## src/rtl/flp_pipe_arbiter_pkg.sv

```systemverilog
// Shared types and constants for the two-requester FLP unit arbiter.
package flp_pipe_arbiter_pkg;

    localparam int W_DEF = 32;

    localparam logic ID_REQ0 = 1'b0;
    localparam logic ID_REQ1 = 1'b1;

    // One entry of the in-flight ownership line
    typedef struct packed {
        logic valid;
        logic id;
    } tag_t;

endpackage

```

## src/rtl/flp_tag_delay.sv

```systemverilog
// Fixed-length ownership line: one tag per issued slot, shifted every cycle
// with no stall so it stays aligned with the FLP unit pipeline.
module flp_tag_delay
    import flp_pipe_arbiter_pkg::*;
#(
    parameter int LAT = 3
) (
    input  logic clk_i,
    input  logic rst_ni,
    input  tag_t tag_i,
    output logic vld_o,
    output logic id_o,
    output logic any_vld_o
);

    tag_t [LAT-1:0] stage_q;

    // Shift line; reset drops every in-flight tag
    always_ff @(posedge clk_i or negedge rst_ni) begin
        if (!rst_ni) begin
            stage_q <= '0;
        end else begin
            stage_q[0] <= tag_i;
            for (int i = 1; i < LAT; i++) begin
                stage_q[i] <= stage_q[i-1];
            end
        end
    end

    // Any valid stage means an operation is still in the unit
    always_comb begin
        any_vld_o = 1'b0;
        for (int i = 0; i < LAT; i++) begin
            any_vld_o = any_vld_o | stage_q[i].valid;
        end
    end

    assign vld_o = stage_q[LAT-1].valid;
    assign id_o  = stage_q[LAT-1].id;

endmodule

```

## src/rtl/flp_pipe_arbiter.sv

```systemverilog
// Shares one fixed-latency pipelined FLP unit between two requesters:
// round-robin grant, registered operands to the unit, and result steering
// back to the issuing requester via a tag line matched to the unit latency.
module flp_pipe_arbiter
    import flp_pipe_arbiter_pkg::*;
#(
    parameter int W   = W_DEF,
    parameter int LAT = 3
) (
    input  logic         clk,
    input  logic         rst,
    input  logic         req0_valid,
    output logic         req0_ready,
    input  logic [W-1:0] req0_a,
    input  logic [W-1:0] req0_b,
    input  logic         req1_valid,
    output logic         req1_ready,
    input  logic [W-1:0] req1_a,
    input  logic [W-1:0] req1_b,
    output logic         res0_valid,
    output logic [W-1:0] res0_d,
    output logic         res1_valid,
    output logic [W-1:0] res1_d,
    output logic [W-1:0] unit_a,
    output logic [W-1:0] unit_b,
    input  logic [W-1:0] unit_d,
    output logic         busy
);

    logic         last_q, last_d;
    logic         gnt0, gnt1, xfer, gnt_id;
    logic [W-1:0] unit_a_q, unit_a_d, unit_b_q, unit_b_d;
    logic         res0_vld_q, res0_vld_d, res1_vld_q, res1_vld_d;
    logic [W-1:0] res0_dat_q, res0_dat_d, res1_dat_q, res1_dat_d;
    tag_t         tag_in;
    logic         ret_vld, ret_id, any_vld;

    // Grant: a lone requester wins; under contention the one not served last wins
    always_comb begin
        gnt0     = req0_valid && (!req1_valid || (last_q == ID_REQ1));
        gnt1     = req1_valid && !gnt0;
        xfer     = gnt0 || gnt1;
        gnt_id   = gnt1 ? ID_REQ1 : ID_REQ0;
        last_d   = xfer ? gnt_id : last_q;
        tag_in   = '{valid: xfer, id: gnt_id};
        unit_a_d = unit_a_q;
        unit_b_d = unit_b_q;
        if (gnt0) begin
            unit_a_d = req0_a;
            unit_b_d = req0_b;
        end else if (gnt1) begin
            unit_a_d = req1_a;
            unit_b_d = req1_b;
        end
    end

    // Result steering: the tag leaving the line names the owner of unit_d
    always_comb begin
        res0_vld_d = ret_vld && (ret_id == ID_REQ0);
        res1_vld_d = ret_vld && (ret_id == ID_REQ1);
        res0_dat_d = res0_vld_d ? unit_d : res0_dat_q;
        res1_dat_d = res1_vld_d ? unit_d : res1_dat_q;
    end

    // State; pointer resets to requester 1 so requester 0 wins the first contention
    always_ff @(posedge clk or negedge rst) begin
        if (!rst) begin
            last_q     <= ID_REQ1;
            unit_a_q   <= '0;
            unit_b_q   <= '0;
            res0_vld_q <= 1'b0;
            res1_vld_q <= 1'b0;
            res0_dat_q <= '0;
            res1_dat_q <= '0;
        end else begin
            last_q     <= last_d;
            unit_a_q   <= unit_a_d;
            unit_b_q   <= unit_b_d;
            res0_vld_q <= res0_vld_d;
            res1_vld_q <= res1_vld_d;
            res0_dat_q <= res0_dat_d;
            res1_dat_q <= res1_dat_d;
        end
    end

    flp_tag_delay #(
        .LAT(LAT)
    ) u_tags (
        .clk_i    (clk),
        .rst_ni   (rst),
        .tag_i    (tag_in),
        .vld_o    (ret_vld),
        .id_o     (ret_id),
        .any_vld_o(any_vld)
    );

    assign req0_ready = gnt0;
    assign req1_ready = gnt1;
    assign unit_a     = unit_a_q;
    assign unit_b     = unit_b_q;
    assign res0_valid = res0_vld_q;
    assign res1_valid = res1_vld_q;
    assign res0_d     = res0_dat_q;
    assign res1_d     = res1_dat_q;
    assign busy       = any_vld;

endmodule

```

## config.mk

```make
export PLATFORM = sky130hd
export DESIGN_NAME = flp_pipe_arbiter
export DESIGN_NICKNAME = d
export VERILOG_FILES = /design/src/rtl/flp_pipe_arbiter_pkg.sv /design/src/rtl/flp_tag_delay.sv /design/src/rtl/flp_pipe_arbiter.sv
export SDC_FILE = /design/constraint.sdc
export NUM_CORES = 1
export LEC_CHECK = 0
export CAP_MARGIN = 20
export CORE_MARGIN = 5
export CORE_UTILIZATION = 40
export CTS_BUF_LIST = sky130_fd_sc_hd__clkbuf_8
export CTS_CLUSTER_SIZE = 14
export DETAILED_ROUTE_END_ITERATION = 6
export HOLD_SLACK_MARGIN = 0.03
export PLACE_DENSITY_LB_ADDON = 0.25
export SYNTH_ARGS = -nofsm -noshare
export SYNTH_HDL_FRONTEND = slang
export SYNTH_HIERARCHICAL = 1
export SYNTH_SLANG_ARGS = --single-unit
```

## constraint.sdc

```tcl
create_clock -name clk -period 1.7 [get_ports clk]
set_input_delay 0.34 -clock clk [delete_from_list [all_inputs] [get_ports clk]]
set_output_delay 0.34 -clock clk [all_outputs]
set_load 0.1 [all_outputs]
```

Word level (Yosys, flattened, before mapping)

Index checks and enable logic that the tools add are counted.

Register bits after elaboration: 137
Input port bits: 164
Logic and storage cells: 30

Mux-type cells: 5
Bitwise gates (word level): 3
Reduce and logical (&&, ||, !) cells: 9

Operators by type and width:

| cell                | count |
|---|---|
| $mux W32            | 4 |
| $logic_and A1 B1 Y1 | 4 |
| $logic_not A1 Y1    | 2 |
| $logic_or A1 B1 Y1  | 2 |
| $or A1 B1 Y1        | 2 |
| $reduce_bool A2 Y1  | 1 |
| $mux W1             | 1 |
| $not A1 Y1          | 1 |

Longest topological paths before layout

Depth after elaboration: 7
Depth in mapped cells: 5
Depth with buffers taken out: 3

Modules after synthesis

Netlist, hierarchy kept.

Modules (own cells, without submodules):

| module           | instances | cells an instance | area an instance (um2) | seq. area each (um2) |
|---|---|---|---|---|
| flp_pipe_arbiter | 1         | 509               | 6104.6                 | 3279.4 |
| flp_tag_delay    | 1         | 7                 | 156.4                  | 150.1 |

Worst setup path before layout

No wires, ideal clock.

Path kind: register -> output
Start: register last_q
End: output req0_ready
Data arrival time: 2969 ps
Required time: 1360 ps
Setup slack: -1609 ps
Cell stages (with the launch flop): 4
Cells stage by stage: dfstp_2 -> clkbuf_1 -> inv_1 -> a21boi_0

Cells in the longest elaborated chain, start to end: 2

Ends and longest elaborated chain:

| item                     | line                   | source |
|---|---|---|
| start: declaration       | flp_pipe_arbiter.sv:30 | `logic last_q, last_d;` |
| start signal: assignment | flp_pipe_arbiter.sv:76 | `last_q <= last_d;` |
| $logic_or A1 B1 Y1       | flp_pipe_arbiter.sv:40 | `gnt0 = req0_valid && (!req1_valid \|\| (last_q == ID_REQ1));` |
| $logic_and A1 B1 Y1      | flp_pipe_arbiter.sv:40 |  |
| end: declaration         | flp_pipe_arbiter.sv:13 | `output logic req0_ready,` |

No other way between the ends.

Worst setup path after layout

Ends and elaborated chain as after synthesis.

==> results.sh <==
export IMPL_status="finished with violations"
export IMPL_violations="negative setup slack"
export IMPL_hp_class="input pin to flip-flop"
export IMPL_drc_errors=0
export IMPL_fin_nets=970
export IMPL_clockBufferDepth=2
export IMPL_vias=5478
export IMPL_antenna_found_initial=0
export IMPL_rsz0062_at_grt="true"
export IMPL_rr_endpoint="unit_b[22]$_DFFE_PN0P_"
export IMPL_dp_hpwl_um=15600
export IMPL_synth_top_area_share_pct=54.4
export IMPL_fill_cells=998
export IMPL_fp_coreArea_mm2=0.0153
export IMPL_layout_worst_path_cycle_share_pct=103
export IMPL_routed_via_density=5.32
export IMPL_end_kind="output port"
export IMPL_worstHoldStart="req1_valid"
export IMPL_hold_viol=0
export IMPL_pin_count=297
export IMPL_slew_viol_final=0
export IMPL_syn_avg_cell_area_um2=12.1
export IMPL_wire_per_inst_um=20.1
export IMPL_crit_required_ns=1.36
export IMPL_r2r_slack_ns=0.10
export IMPL_gp_congestion=0.841
export IMPL_setup_viol=3
export IMPL_cts_root_buffer="clkbuf_8"
export IMPL_grt_pass1_wl_um=32200
export IMPL_io_buffers=296
export IMPL_synthToLayoutAreaGrowth_pct=79.5
export IMPL_worst_pin_slew_ns=0.447
export IMPL_ys_warnings_count=6
export IMPL_numCtsBuffers=17
export IMPL_grt_use_total_pct=22.6
export IMPL_clock_sinks=137
export IMPL_yosysTopAreaCell="dfrtp_1"
export IMPL_diodes=0
export IMPL_die_h_um=135
export IMPL_power_leakage_nw=5.03
export IMPL_synthFlopType="dfrtp_1"
export IMPL_seqCellArea_mm2=0.00343
export IMPL_post_synth_top_count_cell="dfrtp_1"
export IMPL_min_to="unit_a[0]$_DFFE_PN0P_"
export IMPL_wl_um=20700
export IMPL_start_util_pct=41.0
export IMPL_max_freq_mhz=573
export IMPL_skew_ns=0.00860
export IMPL_drv_cap=0
export IMPL_slew_headroom_pct=70.2
export IMPL_place_ws_ns=0.174
export IMPL_final_core_util_pct=73.7
export IMPL_crit_chain="inv_2, a21boi_4, buf_12"
export IMPL_period_minus_slack_ns=1.74
export IMPL_htree_num_levels=4
export IMPL_power_density_mw_per_mm2=1280
export IMPL_insertion_delay_ns=0.43
export IMPL_synth_area_mm2=0.00626
export IMPL_yosysUniqueCellTypes=20
export IMPL_synthArstFlopShare_pct=100
export IMPL_layout_setup_ws_ns=-0.0441
export IMPL_startpoint="last_q$_DFFE_PN1P_"
export IMPL_critPathKind="flip-flop to output port"
export IMPL_worstPathMaxFanout=3
export IMPL_final_setup_tns_ns=-0.0913
export IMPL_dr_pass1_iters=5
export IMPL_synthTopCellsByArea="dfrtp_1, mux2_2, mux2i_1, a31oi_1, and3_1"
export IMPL_cp_slowest_cell="dfstp_2"
export IMPL_reg2reg_depth=5
export IMPL_drtIter0Drc=232
export IMPL_drive_gt1_share_pct=32.1
export IMPL_start_kind="flip-flop"
export IMPL_holdPathStages=2
export IMPL_worst_ir_drop_vdd_mv=0.532
export IMPL_slowest_delay_ns=0.58
export IMPL_die_area_mm2=0.0183
export IMPL_ant_nets=0
export IMPL_ys_ff_latch=137
export IMPL_die_w_um=135
export IMPL_tritoncts="built"
export IMPL_arrival_ns=1.40
export IMPL_grt_max_degree=77
export IMPL_syn_num_nets=680
export IMPL_syn_inst=516
export IMPL_grt_overflow=0
export IMPL_r2r_start="last_q$_DFFE_PN1P_"
export IMPL_row_count=45
export IMPL_clk_pin_slew_ns=0.08
export IMPL_seq_area_frac_synth_pct=54.8
export IMPL_multiInputGateArea_mm2=0.00256
export IMPL_grt_pass1_vias=5955
export IMPL_synth_edf_count=0
## cell usage in the layout, fill, tap and decap left out, drive strengths merged
cell type      netlist  final
a21boi               1      1
a31oi               64     64
and2                 1      1
and3                64     64
buf                 32    159
bufinv               0      2
clkbuf              17     20
clkdlybuf4s50        0    160
clkinv               0      4
clkinvlp             0      4
dfrtp              136    136
dfstp                1      1
dlygate4sd3          0      1
inv                  2      4
mux2                64     64
mux2i               64     64
nand2                2      2
nor2b                1      1
o21a                 1      1
o21ai               64     64
or2                  1      1
or3                  1      1
## layout make-up
type / instances / area share [%]
Clock buffer: 20 / 2.45
Clock inverter: 12 / 1.24
Inverter: 2 / 0.0668
Multi-Input combinational cell: 328 / 22.8
Sequential cell: 137 / 30.5
Tap cell: 211 / 2.35
Timing Repair Buffer: 320 / 40.6
## critical path, delay by kind of cell, from the launching register on
| family | cells | cell delay, ns |
|---|---|---|
| DFF | 1 | 0.58 |
| buffers and inverters | 2 | 0.24 |
| AOI/OAI and AO/OA | 1 | 0.15 |
## worst max path at each step
stage / to / cells past startpoint / slack, ns
after detailed placement: unit_b[22]$_DFFE_PN0P_ / 5 / 0.17
after CTS: req0_ready / 3 / -0.09
after global placement: req1_ready / 4 / 0.26
after global routing: req0_ready / 3 / -0.11
final: req0_ready / 3 / -0.04
after floorplan: req0_ready / 3 / -0.05
## per-stage QoR
| stage | cells | power (mW) | area, um^2 | hold WS, ns |
|---|---|---|---|---|
| 2_1_floorplan | 516 | 8.53 | 6270 | 0.0444 |
| 3_3_place_gp | 991 | 11.6 | 10800 | 0.287 |
| 3_5_place_dp | 991 | 11.7 | 10800 | 0.297 |
| 4_1_cts | 1028 | 14.5 | 11200 | 0.209 |
| 5_1_grt | 1030 | 14.9 | 11200 | 0.231 |
| 6_report | 1030 | 14.4 | 11200 | 0.240 |
## logic make-up after synthesis
family                 share of synthesized area (%)
flip-flops                                      54.8
AO/OA/AOI/OAI                                   11.8
multiplexers                                    21.7
AND/OR/NAND/NOR                                 6.91
buffers and inverters                           4.82
## where the power goes
part           internal [mW]  switching [mW]  total (mW)
clock network           1.43            1.32        2.75
logic                   2.75            4.60        7.36
registers               3.75           0.551        4.30
total                   7.94            6.47        14.4
## sequential cells by signal (all words and copies together) (netlist names), 4 cells and up
| name | count |
|---|---|
| res0_d | 32 |
| res1_d | 32 |
| unit_a | 32 |
| unit_b | 32 |
| u_tags/stage_q | 4 |
## metal layers
layer	vias to the layer above	wire length (um)	GRT usage [%]
li1	2505	-	-
met1	2679	7630	25.7
met2	253	10300	38.0
met3	41	2170	9.31
met4	0	607	8.79
met5	-	0	0
## what timing repair did
item                       in CTS  in global routing
pin swaps                       2                  0
setup buffers                   4                  2
setup endpoints to repair       3                  3
gates resized for setup         4                  1
cloned                          0                  0
hold endpoints to repair       37                  0
hold buffers                    1                  0
No activity file was read; power rests on OpenSTA's default activity.
